### config.mk
export PLATFORM = sky130hd
export DESIGN_NAME = hazard_ctrl_flat
export DESIGN_NICKNAME = d
export VERILOG_FILES = /design/src/rtl/hazard_ctrl_if.sv /design/src/rtl/hazard_ctrl.sv /design/src/flat_wrapper.sv
export SDC_FILE = /design/constraint.sdc
export NUM_CORES = 1
export LEC_CHECK = 0
export ABC_AREA = 0
export CAP_MARGIN = 20
export CORE_MARGIN = 5
export CORE_UTILIZATION = 53
export CTS_CLUSTER_DIAMETER = 50
export DETAILED_ROUTE_END_ITERATION = 12
export GPL_ROUTABILITY_DRIVEN = 0
export PLACE_DENSITY = 0.86
export SLEW_MARGIN = 20
export SYNTH_ARGS = -nofsm -noshare
export SYNTH_HDL_FRONTEND = slang
export SYNTH_SLANG_ARGS = --single-unit
export TNS_END_PERCENT = 100
### constraint.sdc
create_clock -name clk -period 6.6 [get_ports clk]
set_clock_uncertainty 0.15 [all_clocks]
set_input_delay 1.32 -clock clk [delete_from_list [all_inputs] [get_ports clk]]
set_output_delay 1.32 -clock clk [all_outputs]
set_load 0.01 [all_outputs]
### src/rtl/hazard_ctrl_if.sv
// Pipeline-side bundle for the hazard/stall controller.
// The controller connects through the slave modport; the pipeline (or bench) uses master.
interface hazard_ctrl_if #(
    parameter int CNT_WIDTH = 32
);
    logic [4:0]           id_rs1;
    logic [4:0]           id_rs2;
    logic                 id_uses_rs1;
    logic                 id_uses_rs2;
    logic                 ex_mem_read;
    logic [4:0]           ex_rd;
    logic                 ex_redirect;
    logic                 imem_ready;
    logic                 mem_req;
    logic                 mem_ready;
    logic                 pc_write;
    logic                 ifid_write;
    logic                 ifid_flush;
    logic                 idex_write;
    logic                 idex_flush;
    logic                 exmem_write;
    logic                 timeout_err;
    logic [CNT_WIDTH-1:0] stall_cycles;
    logic [CNT_WIDTH-1:0] redirect_count;

    modport master (
        output id_rs1, id_rs2, id_uses_rs1, id_uses_rs2, ex_mem_read, ex_rd,
               ex_redirect, imem_ready, mem_req, mem_ready,
        input  pc_write, ifid_write, ifid_flush, idex_write, idex_flush,
               exmem_write, timeout_err, stall_cycles, redirect_count
    );

    modport slave (
        input  id_rs1, id_rs2, id_uses_rs1, id_uses_rs2, ex_mem_read, ex_rd,
               ex_redirect, imem_ready, mem_req, mem_ready,
        output pc_write, ifid_write, ifid_flush, idex_write, idex_flush,
               exmem_write, timeout_err, stall_cycles, redirect_count
    );
endinterface

### src/rtl/hazard_ctrl.sv
// Hazard and stall controller for the five-stage RV32I pipeline: load-use, redirect,
// fetch-wait and data-wait handling, a data-memory watchdog and two performance counters.
module hazard_ctrl #(
    parameter int MEM_TIMEOUT = 255,
    parameter int CNT_WIDTH   = 32
) (
    input logic          clk,
    input logic          rst,
    hazard_ctrl_if.slave bus
);
    localparam int WAIT_W = (MEM_TIMEOUT < 1) ? 1 : $clog2(MEM_TIMEOUT + 1);
    localparam logic [WAIT_W-1:0] WAIT_LIMIT = WAIT_W'(MEM_TIMEOUT);

    typedef enum logic [1:0] {
        RUN      = 2'd0,
        MEM_WAIT = 2'd1,
        FAULT    = 2'd2
    } state_t;

    state_t               r_state;
    state_t               w_stateNext;
    logic [WAIT_W-1:0]    r_waitCnt;
    logic [WAIT_W-1:0]    w_waitNext;
    logic [WAIT_W-1:0]    w_waitInc;
    logic [CNT_WIDTH-1:0] r_stallCnt;
    logic [CNT_WIDTH-1:0] r_redirCnt;
    logic                 w_lu;
    logic                 w_runRedir;
    logic                 w_redirTaken;
    // Control vectors are ordered {pc_write, ifid_write, ifid_flush, idex_write, idex_flush, exmem_write}
    logic [5:0]           w_runCtl;
    logic [5:0]           w_ctl;

    assign w_lu = bus.ex_mem_read && (bus.ex_rd != 5'd0) &&
                  ((bus.id_uses_rs1 && (bus.id_rs1 == bus.ex_rd)) ||
                   (bus.id_uses_rs2 && (bus.id_rs2 == bus.ex_rd)));

    assign w_waitInc = (r_waitCnt == '1) ? r_waitCnt : r_waitCnt + WAIT_W'(1);

    // Decision used whenever no data access is holding MEM
    always_comb begin
        w_runRedir = 1'b0;
        w_runCtl   = 6'b110101;
        if (bus.ex_redirect) begin
            w_runCtl   = 6'b111111;
            w_runRedir = 1'b1;
        end else if (w_lu) begin
            w_runCtl = 6'b000111;
        end else if (!bus.imem_ready) begin
            w_runCtl = 6'b011101;
        end
    end

    always_comb begin
        w_stateNext  = r_state;
        w_waitNext   = r_waitCnt;
        w_ctl        = 6'b000000;
        w_redirTaken = 1'b0;
        case (r_state)
            RUN: begin
                if (bus.mem_req && !bus.mem_ready) begin
                    w_waitNext  = WAIT_W'(1);
                    w_stateNext = (MEM_TIMEOUT == 1) ? FAULT : MEM_WAIT;
                end else begin
                    w_ctl        = w_runCtl;
                    w_redirTaken = w_runRedir;
                end
            end
            MEM_WAIT: begin
                if (!bus.mem_ready) begin
                    w_waitNext = w_waitInc;
                    if ((MEM_TIMEOUT != 0) && (w_waitInc == WAIT_LIMIT)) begin
                        w_stateNext = FAULT;
                    end
                end else begin
                    w_ctl        = w_runCtl;
                    w_redirTaken = w_runRedir;
                    w_stateNext  = RUN;
                    w_waitNext   = '0;
                end
            end
            FAULT: begin
                w_stateNext = FAULT;
            end
            default: begin
                w_stateNext = RUN;
                w_waitNext  = '0;
            end
        endcase
        if (rst) begin
            w_ctl        = 6'b000000;
            w_redirTaken = 1'b0;
        end
    end

    always_ff @(negedge clk or posedge rst) begin
        if (rst) begin
            r_state   <= RUN;
            r_waitCnt <= '0;
        end else begin
            r_state   <= w_stateNext;
            r_waitCnt <= w_waitNext;
        end
    end

    // Stall cycles are any cycle the PC holds, FAULT included
    always_ff @(negedge clk or posedge rst) begin
        if (rst) begin
            r_stallCnt <= '0;
            r_redirCnt <= '0;
        end else begin
            if (!w_ctl[5]) begin
                r_stallCnt <= r_stallCnt + CNT_WIDTH'(1);
            end
            if (w_redirTaken) begin
                r_redirCnt <= r_redirCnt + CNT_WIDTH'(1);
            end
        end
    end

    assign bus.pc_write       = w_ctl[5];
    assign bus.ifid_write     = w_ctl[4];
    assign bus.ifid_flush     = w_ctl[3];
    assign bus.idex_write     = w_ctl[2];
    assign bus.idex_flush     = w_ctl[1];
    assign bus.exmem_write    = w_ctl[0];
    assign bus.timeout_err    = (r_state == FAULT);
    assign bus.stall_cycles   = r_stallCnt;
    assign bus.redirect_count = r_redirCnt;
endmodule

### src/flat_wrapper.sv
// flat-port wrapper written by rule: the top's interface ports become plain ports
module hazard_ctrl_flat 
#(
    parameter int MEM_TIMEOUT = 255,
    parameter int CNT_WIDTH   = 32
)
  (clk, rst, bus_id_rs1, bus_id_rs2, bus_id_uses_rs1, bus_id_uses_rs2, bus_ex_mem_read, bus_ex_rd, bus_ex_redirect, bus_imem_ready, bus_mem_req, bus_mem_ready, bus_pc_write, bus_ifid_write, bus_ifid_flush, bus_idex_write, bus_idex_flush, bus_exmem_write, bus_timeout_err, bus_stall_cycles, bus_redirect_count);
  hazard_ctrl_if #(.CNT_WIDTH(CNT_WIDTH)) bus_i ();
  input logic clk;
  input logic rst;
  input wire logic [$bits(bus_i.id_rs1)-1:0] bus_id_rs1;
  input wire logic [$bits(bus_i.id_rs2)-1:0] bus_id_rs2;
  input wire logic [$bits(bus_i.id_uses_rs1)-1:0] bus_id_uses_rs1;
  input wire logic [$bits(bus_i.id_uses_rs2)-1:0] bus_id_uses_rs2;
  input wire logic [$bits(bus_i.ex_mem_read)-1:0] bus_ex_mem_read;
  input wire logic [$bits(bus_i.ex_rd)-1:0] bus_ex_rd;
  input wire logic [$bits(bus_i.ex_redirect)-1:0] bus_ex_redirect;
  input wire logic [$bits(bus_i.imem_ready)-1:0] bus_imem_ready;
  input wire logic [$bits(bus_i.mem_req)-1:0] bus_mem_req;
  input wire logic [$bits(bus_i.mem_ready)-1:0] bus_mem_ready;
  output wire logic [$bits(bus_i.pc_write)-1:0] bus_pc_write;
  output wire logic [$bits(bus_i.ifid_write)-1:0] bus_ifid_write;
  output wire logic [$bits(bus_i.ifid_flush)-1:0] bus_ifid_flush;
  output wire logic [$bits(bus_i.idex_write)-1:0] bus_idex_write;
  output wire logic [$bits(bus_i.idex_flush)-1:0] bus_idex_flush;
  output wire logic [$bits(bus_i.exmem_write)-1:0] bus_exmem_write;
  output wire logic [$bits(bus_i.timeout_err)-1:0] bus_timeout_err;
  output wire logic [$bits(bus_i.stall_cycles)-1:0] bus_stall_cycles;
  output wire logic [$bits(bus_i.redirect_count)-1:0] bus_redirect_count;
  assign bus_i.id_rs1 = bus_id_rs1;
  assign bus_i.id_rs2 = bus_id_rs2;
  assign bus_i.id_uses_rs1 = bus_id_uses_rs1;
  assign bus_i.id_uses_rs2 = bus_id_uses_rs2;
  assign bus_i.ex_mem_read = bus_ex_mem_read;
  assign bus_i.ex_rd = bus_ex_rd;
  assign bus_i.ex_redirect = bus_ex_redirect;
  assign bus_i.imem_ready = bus_imem_ready;
  assign bus_i.mem_req = bus_mem_req;
  assign bus_i.mem_ready = bus_mem_ready;
  assign bus_pc_write = bus_i.pc_write;
  assign bus_ifid_write = bus_i.ifid_write;
  assign bus_ifid_flush = bus_i.ifid_flush;
  assign bus_idex_write = bus_i.idex_write;
  assign bus_idex_flush = bus_i.idex_flush;
  assign bus_exmem_write = bus_i.exmem_write;
  assign bus_timeout_err = bus_i.timeout_err;
  assign bus_stall_cycles = bus_i.stall_cycles;
  assign bus_redirect_count = bus_i.redirect_count;
  hazard_ctrl #(.MEM_TIMEOUT(MEM_TIMEOUT), .CNT_WIDTH(CNT_WIDTH)) u_core (.clk(clk), .rst(rst), .bus(bus_i));
endmodule
Word level (Yosys, flattened, before mapping). Index checks and enable logic that the tools add are counted.

Register bits: 74. Input port bits: 24.

Add/subtract/negate cells: 3. Eq/ne operators: 8. Mux-type cells: 20. Bitwise gates (word level): 1. Reductions and logical operators: 11.

Operator list (count): 32-bit by 1-bit adder with 32-bit output (second input constant) (2); 6-bit two-way mux (6); 8-bit two-way mux (3); 8-bit case mux with 3 select lines (1); 8-bit == test (second input constant) (2); 6-bit case mux with 2 select lines (1); 5-bit == test (2); 8-bit by 1-bit adder with 8-bit output (second input constant) (1); 2-bit two-way mux (3); 2-bit case mux with 3 select lines (1); 1-bit logical AND (5); 5-bit nonzero test (1); 1-bit two-way mux (4); 2-bit AND reduction (2); 3-bit by 2-bit inequality test with 1-bit output (second input constant) (1); 2-bit by 1-bit == test with 1-bit output (second input constant) (1); 2-bit == test (second input constant) (1); 2-bit logical NOT (1); 2-bit by 1-bit inequality test with 1-bit output (second input constant) (1); 1-bit case mux with 2 select lines (1); 1-bit logical NOT (1); 1-bit logical OR (1); 1-bit NOT (1).

Depth between registers and ports, before layout. Gate-level depths: netlist of run 1.

Word-level depth: 9. Mapped depth: 9.

==> results.toml, run 1 <==
[setup_path]
r2r_cells = 6
crit_fanout = 7
critPathBufInv = 3
crit_path_max_incr_delay_ps = 470
cp-start-kind = "primary input"
slowest_stage = "clkdlybuf4s50_1"
critPathKind = "primary input to flop"
cp_cell_sequence = "clkdlybuf4s50_1 -> xnor2_1 -> nand4_1 -> o22ai_2 -> a211o_1 -> clkinv_4 -> bufbuf_16 -> nor4b_4 -> xor2_1"
arrival_ps = 3240
end_kind = "flop"
worst_ep_required_time_ps = 3320
path_delay_family = "buffers and inverters"
crit_cells = 9

[cells_and_area]
areaGrowthSynthToFinish_pct = 39.7
diodes = 0
final_util_pct = 74.6
regArea_sq_um = 1850
multi_input_area_sq_um = 1900
nets = 512
n_fill_cell = 512
layout-drive-gt1-share_pct = 14.9

[sta]
holdWs_ps = 274
hold_viol = 0
worst_slack_ps = 77.8
worst_pin_slew_ps = 646
slew_violations = 0
setup_viol = 0
max_slew_margin_pct = 56.8

[run_status]
status = "complete, no violations"

[floorplanning]
core_region_area_sq_um = 7140
fp.dieW_microns = 94.8
dieHeight_microns = 94.8
ios = 95
dieArea_sq_um = 8990
rows = 31
start_util_pct = 53.4

[power_and_ir_drop]
ir_worst_vdd_uv = 126
powerDensity_nw_per_um2 = 239
power.leakage_nw = 2.26

[logic_synthesis]
synth-edff-count = 0
synth_seq_cells = 74
syn_area_sq_um = 3810
avgSynthCellArea_sq_um = 10.6
synth_cell_types = 49
yosysWarnings = 0
syn_inst = 360
seq_area_frac_synth_pct = 48.6
synth_ff_type = "dfrtn_1"
async_flop_share_pct = 100
synth_nets = 387

[global_routing]
grt_first_pass_wirelength_mm = 14.9
antenna_found_initial = 0
grt.overflow.total = 0
grt_max_degree = 75
globalRouteTotalUtil_pct = 21.1
grt_pass1_vias = 3169

[drt]
route.detailed.drc = 0
drtPass1Iterations = 4
vias = 3170
drt-vias-per-instance = 5.38
antenna_left = 0
wl_mm = 9.08
drt_iter0_markers = 169
wire_per_inst_microns = 15.4

[clock_network]
cts_buffers = 9
htreeDepth = 3
clock_path_buffers = 2
path_clk_slew_ps = 60
cts_root_buffer = "clkbuf_8"
clk-insertion-delay-late_ps = 330
cts_tree = "yes"
clock_sinks = 74

[place]
pre_cts_ws_ps = -391
post-dp-hpwl_mm = 6.48
io_buffers = 94

[worst_hold_path]
holdPathStages = 1
hp-class = "flop to flop"

[run]
maxCapViolCount = 0
==> repair_timing <==
item | CTS | global route
resized for setup | 20 | 3
setup endpoints to repair | 13 | 14
hold buffers | 0 | 0
setup buffers | 5 | 1
cloned | 1 | 0
pin swaps | 2 | 5
==> final cells by class <==
cell class                      count  area share [%]
Clock inverter                      6            1.67
Tap cell                           99            2.33
Clock buffer                       10            2.40
Multi-Input combinational cell    268            35.7
Timing Repair Buffer              123            22.4
Inverter                            9           0.728
Sequential cell                    74            34.8
==> path summary, 6_finish.rpt <==
check                                         startpoint                       endpoint  slack [ps]
max                                        bus_id_rs1[1]    u_core.bus.stall_cycles[14]          80
min                        u_core.bus.redirect_count[31]  u_core.bus.redirect_count[31]         270
max reg2reg                   u_core.bus.stall_cycles[4]    u_core.bus.stall_cycles[26]        4120
min reg2reg                u_core.bus.redirect_count[31]  u_core.bus.redirect_count[31]         270
max in group asynchronous                            rst  u_core.bus.redirect_count[29]        1400
min in group asynchronous                            rst              u_core.r_state[1]        4560
==> cells in the final DEF (no fill, tap or decap), types with 2 or more instances in the layout <==
master	count
clkdlybuf4s50_1	83
dfrtn_1	74
xnor2_1	51
nand2_1	37
buf_4	27
xor2_1	22
nand3_1	22
nor2_1	19
and3_1	17
a21oi_1	13
nand4_1	12
dlygate4sd2_1	10
clkbuf_8	9
nor3_2	8
inv_1	7
nand2b_1	7
o21ai_0	7
and2_1	5
a31oi_1	4
and4_1	3
nor4_1	3
mux2_2	3
nand4b_1	3
nor4b_2	3
ha_1	3
nor4b_4	2
nor3_1	2
nor4_4	2
clkinvlp_4	2
bufinv_16	2
buf_12	2
==> synthesized netlist by cell type (2+ instances only) <==
library cell / number / area share, %
a21oi_1: 13 / 1.7
a31oi_1: 4 / 0.66
and2_1: 5 / 0.82
and3_1: 17 / 2.8
and4_1: 3 / 0.69
buf_6: 2 / 0.59
clkbuf_1: 4 / 0.39
dfrtn_1: 74 / 49
ha_1: 3 / 0.98
inv_1: 8 / 0.79
mux2_2: 3 / 0.89
nand2_1: 37 / 3.6
nand2b_1: 7 / 1.1
nand3_1: 22 / 2.9
nand4_1: 12 / 2.0
nand4b_1: 3 / 0.69
nor2_1: 19 / 1.9
nor3_1: 2 / 0.26
nor3_2: 8 / 2.1
nor4_1: 4 / 0.66
nor4_4: 2 / 1.1
nor4b_1: 4 / 0.92
o21ai_0: 7 / 0.92
xnor2_1: 51 / 12
xor2_1: 22 / 5.1
==> state kept, by name, summed over array words and instances, names as in the netlist <==
name,count
u_core.bus.redirect_count,32
u_core.r_state,2
u_core.r_waitCnt,8
u_core.bus.stall_cycles,32
==> through the flow <==
stage               area, sq um  std cells  total power [mW]  setup TNS, ps
CTS                        5300        588              1.28              0
global route               5330        589              1.33          -4.12
global placement           4990        566             0.866          -8320
detailed placement         4990        566             0.879         -10110
finish                     5330        589              1.27              0
floorplan                  3810        360             0.717              0
==> cells by family after synthesis <==
| family | share of synthesized area [%] |
|---|---|
| AND/OR/NAND/NOR | 24.1 |
| flip-flops | 48.6 |
| XOR/XNOR | 16.8 |
| AO/OA/AOI/OAI | 5.61 |
| buffers and inverters | 2.85 |
| multiplexers | 1.15 |
| adder cells (fa/ha/maj) | 0.984 |
==> layer usage <==
metal	vias to the layer above	part of all wire, %	GRT usage, %
met5	-	0	0
met4	0	1.3	8.17
met3	10	4.9	3.82
met2	92	52	36.5
met1	1561	42	26.0
li1	1507	-	-
==> power breakdown <==
part | internal (mW) | switching (mW) | leakage (nW)
registers | 0.506 | 0.0652 | 0.960
logic | 0.168 | 0.145 | 1.20
clock network | 0.214 | 0.173 | 0.103
total | 0.888 | 0.383 | 2.26
(Power assumes the default switching activity.)
==> run 2: changes to the inputs <==
--- a/config.mk
+++ b/config.mk
@@ -12,6 +12,7 @@
 export CTS_CLUSTER_DIAMETER = 50
 export DETAILED_ROUTE_END_ITERATION = 12
 export GPL_ROUTABILITY_DRIVEN = 0
+export GPL_TIMING_DRIVEN = 0
 export PLACE_DENSITY = 0.86
 export SLEW_MARGIN = 20
 export SYNTH_ARGS = -nofsm -noshare
==> run 2 against run 1 <==
Compared with the run above: power fell by 3.4%; final cell count rose by 0.17%; setup slack got worse by 78 ps; via count is 1.5% higher; hold slack gained 2.3 ps; critical path type unchanged; critical path depth grew 1; sequential share of layout area fell by 0.15 points; the flow now finishes with violations (setup timing); register-to-register slack worse by 30 ps; non-clock buffer count increased by 2; die area did not move.
==> results.toml, run 2 (synthesis gave the netlist of run 1 again) <==
[place]
dp_cells = 554
post-dp-hpwl_mm = 6.62
place_area_sq_um = 4900
io_buffers = 94

[cells_and_area]
multi_input_area_sq_um = 1920
final_common_cell = "clkdlybuf4s50_1"
nets = 514
n_fill_cell = 516
diodes = 0
layout-drive-gt1-share_pct = 14.5
regArea_sq_um = 1850
instances_no_fill = 590
design_area_sq_um = 5350
areaGrowthSynthToFinish_pct = 40.3
mostFrequentLayoutCells = "clkdlybuf4s50_1 (83), dfrtn_1 (74), xnor2_1 (50)"

[clock_network]
clock_path_buffers = 2
clock_sinks = 74
cts_root_buffer = "clkbuf_8"
htreeDepth = 3
cts_tree = "yes"
path_clk_slew_ps = 60
cts_buffers = 9
clk-insertion-delay-late_ps = 330

[sta]
setup_viol = 1
worst_pin_slew_ps = 448
worst_slack_ps = -0.0109
slew_violations = 0
grt_setup_unrepaired = "yes"
hold_viol = 0
max_slew_margin_pct = 70.1
tns_ps = -0.0109

[drt]
drtPass1Iterations = 6
drt_iter0_markers = 156
antenna_left = 0
wire_per_inst_microns = 16.0
drt-vias-per-instance = 5.45
wl_mm = 9.43
vias = 3218
route.detailed.drc = 0

[setup_path]
crit_path_max_incr_delay_ps = 580
slowest_stage = "or4_4"
worst_ep_required_time_ps = 3310
path_delay_family = "buffers and inverters"
crit_fanout = 9
end_kind = "flop"
cp_cell_sequence = "clkdlybuf4s15_1 -> or4_4 -> o21ai_4 -> nor2_2 -> a211o_1 -> buf_6 -> clkinv_8 -> bufbuf_16 -> nor3_2 -> xor2_1"
rrSetupSlack_ps = 4090
critPathKind = "primary input to flop"
arrival_ps = 3310
critPathBufInv = 4
cp-start-kind = "primary input"

[power_and_ir_drop]
p_seq_share_pct = 46.8
sw_frac_of_total_pct = 30.9
power.internal_mw = 0.849
clkPwrFrac_pct = 27.6
powerDensity_nw_per_um2 = 229
power.leakage_nw = 2.30
p_comb_share_pct = 25.6
ir_worst_vdd_uv = 135
switching_power_mw = 0.379

[global_routing]
grt_max_degree = 40
grt_first_pass_wirelength_mm = 15.5
globalRouteTotalUtil_pct = 21.7
antenna_found_initial = 0
grt.overflow.total = 0
grt_pass1_vias = 3281

[floorplanning]
ios = 95
rows = 31
start_util_pct = 53.4
dieHeight_microns = 94.8
dieArea_sq_um = 8990
core_region_area_sq_um = 7140
fp.dieW_microns = 94.8

[worst_hold_path]
hp-class = "flop to flop"

[run_status]
violations = "setup timing"
status = "finished, violations left"

[run]
maxCapViolCount = 0
-- run 2: cell type report --
| class | count | area share, % |
|---|---|---|
| multi-input combinational | 268 | 35.8 |
| sequential | 74 | 34.6 |
| timing repair buffer | 117 | 21.7 |
| clock buffer | 10 | 2.39 |
| tap | 99 | 2.32 |
| buffer | 8 | 1.22 |
| clock inverter | 5 | 1.05 |
| inverter | 9 | 0.912 |
-- run 2: repair_timing --
action	CTS	global route
pin swaps	5	8
gates cloned	1	0
setup endpoints to repair	41	44
gates resized for setup	18	12
hold buffers	0	0
buffers inserted	19	2
-- run 2: path summary, 6_finish.rpt --
check,from,end,cells past startpoint
worst min-delay path,u_core.bus.redirect_count[31],u_core.bus.redirect_count[31],1
worst max-delay path,bus_ex_rd[0],u_core.bus.stall_cycles[7],10
min in group asynchronous,rst,u_core.r_waitCnt[7],2
worst min register to register,u_core.bus.redirect_count[31],u_core.bus.redirect_count[31],1
max in group asynchronous,rst,u_core.bus.stall_cycles[2],3
worst max register to register,u_core.r_waitCnt[0],u_core.r_state[0],8
-- run 2: metal layers --
metal / up-vias / wire length, microns / track usage (%)
li1: 1509 / - / -
met1: 1597 / 3850 / 26.4
met2: 98 / 4970 / 38.7
met3: 14 / 478 / 3.90
met4: 0 / 138 / 7.21
met5: - / 0 / 0
-- run 2: power groups by stage --
stage               clock, mW  combinational (mW)  sequential (mW)
floorplan                   0               0.133            0.584
global placement            0               0.286            0.576
detailed placement          0               0.299            0.580
CTS                     0.344               0.312            0.572
global route            0.368               0.338            0.583
finish                  0.339               0.314            0.574
-- run 2: stage by stage --
step | power (mW) | setup slack [ps] | util, % | hold WS [ps]
floorplan | 0.717 | 63.6 | - | 298
global placement | 0.861 | -1140 | 68.4 | 264
detailed placement | 0.879 | -539 | 68.7 | 272
CTS | 1.23 | -2.67 | 74.1 | 281
global route | 1.29 | -24.8 | 75.0 | 292
finish | 1.23 | -0.0109 | 75.0 | 277
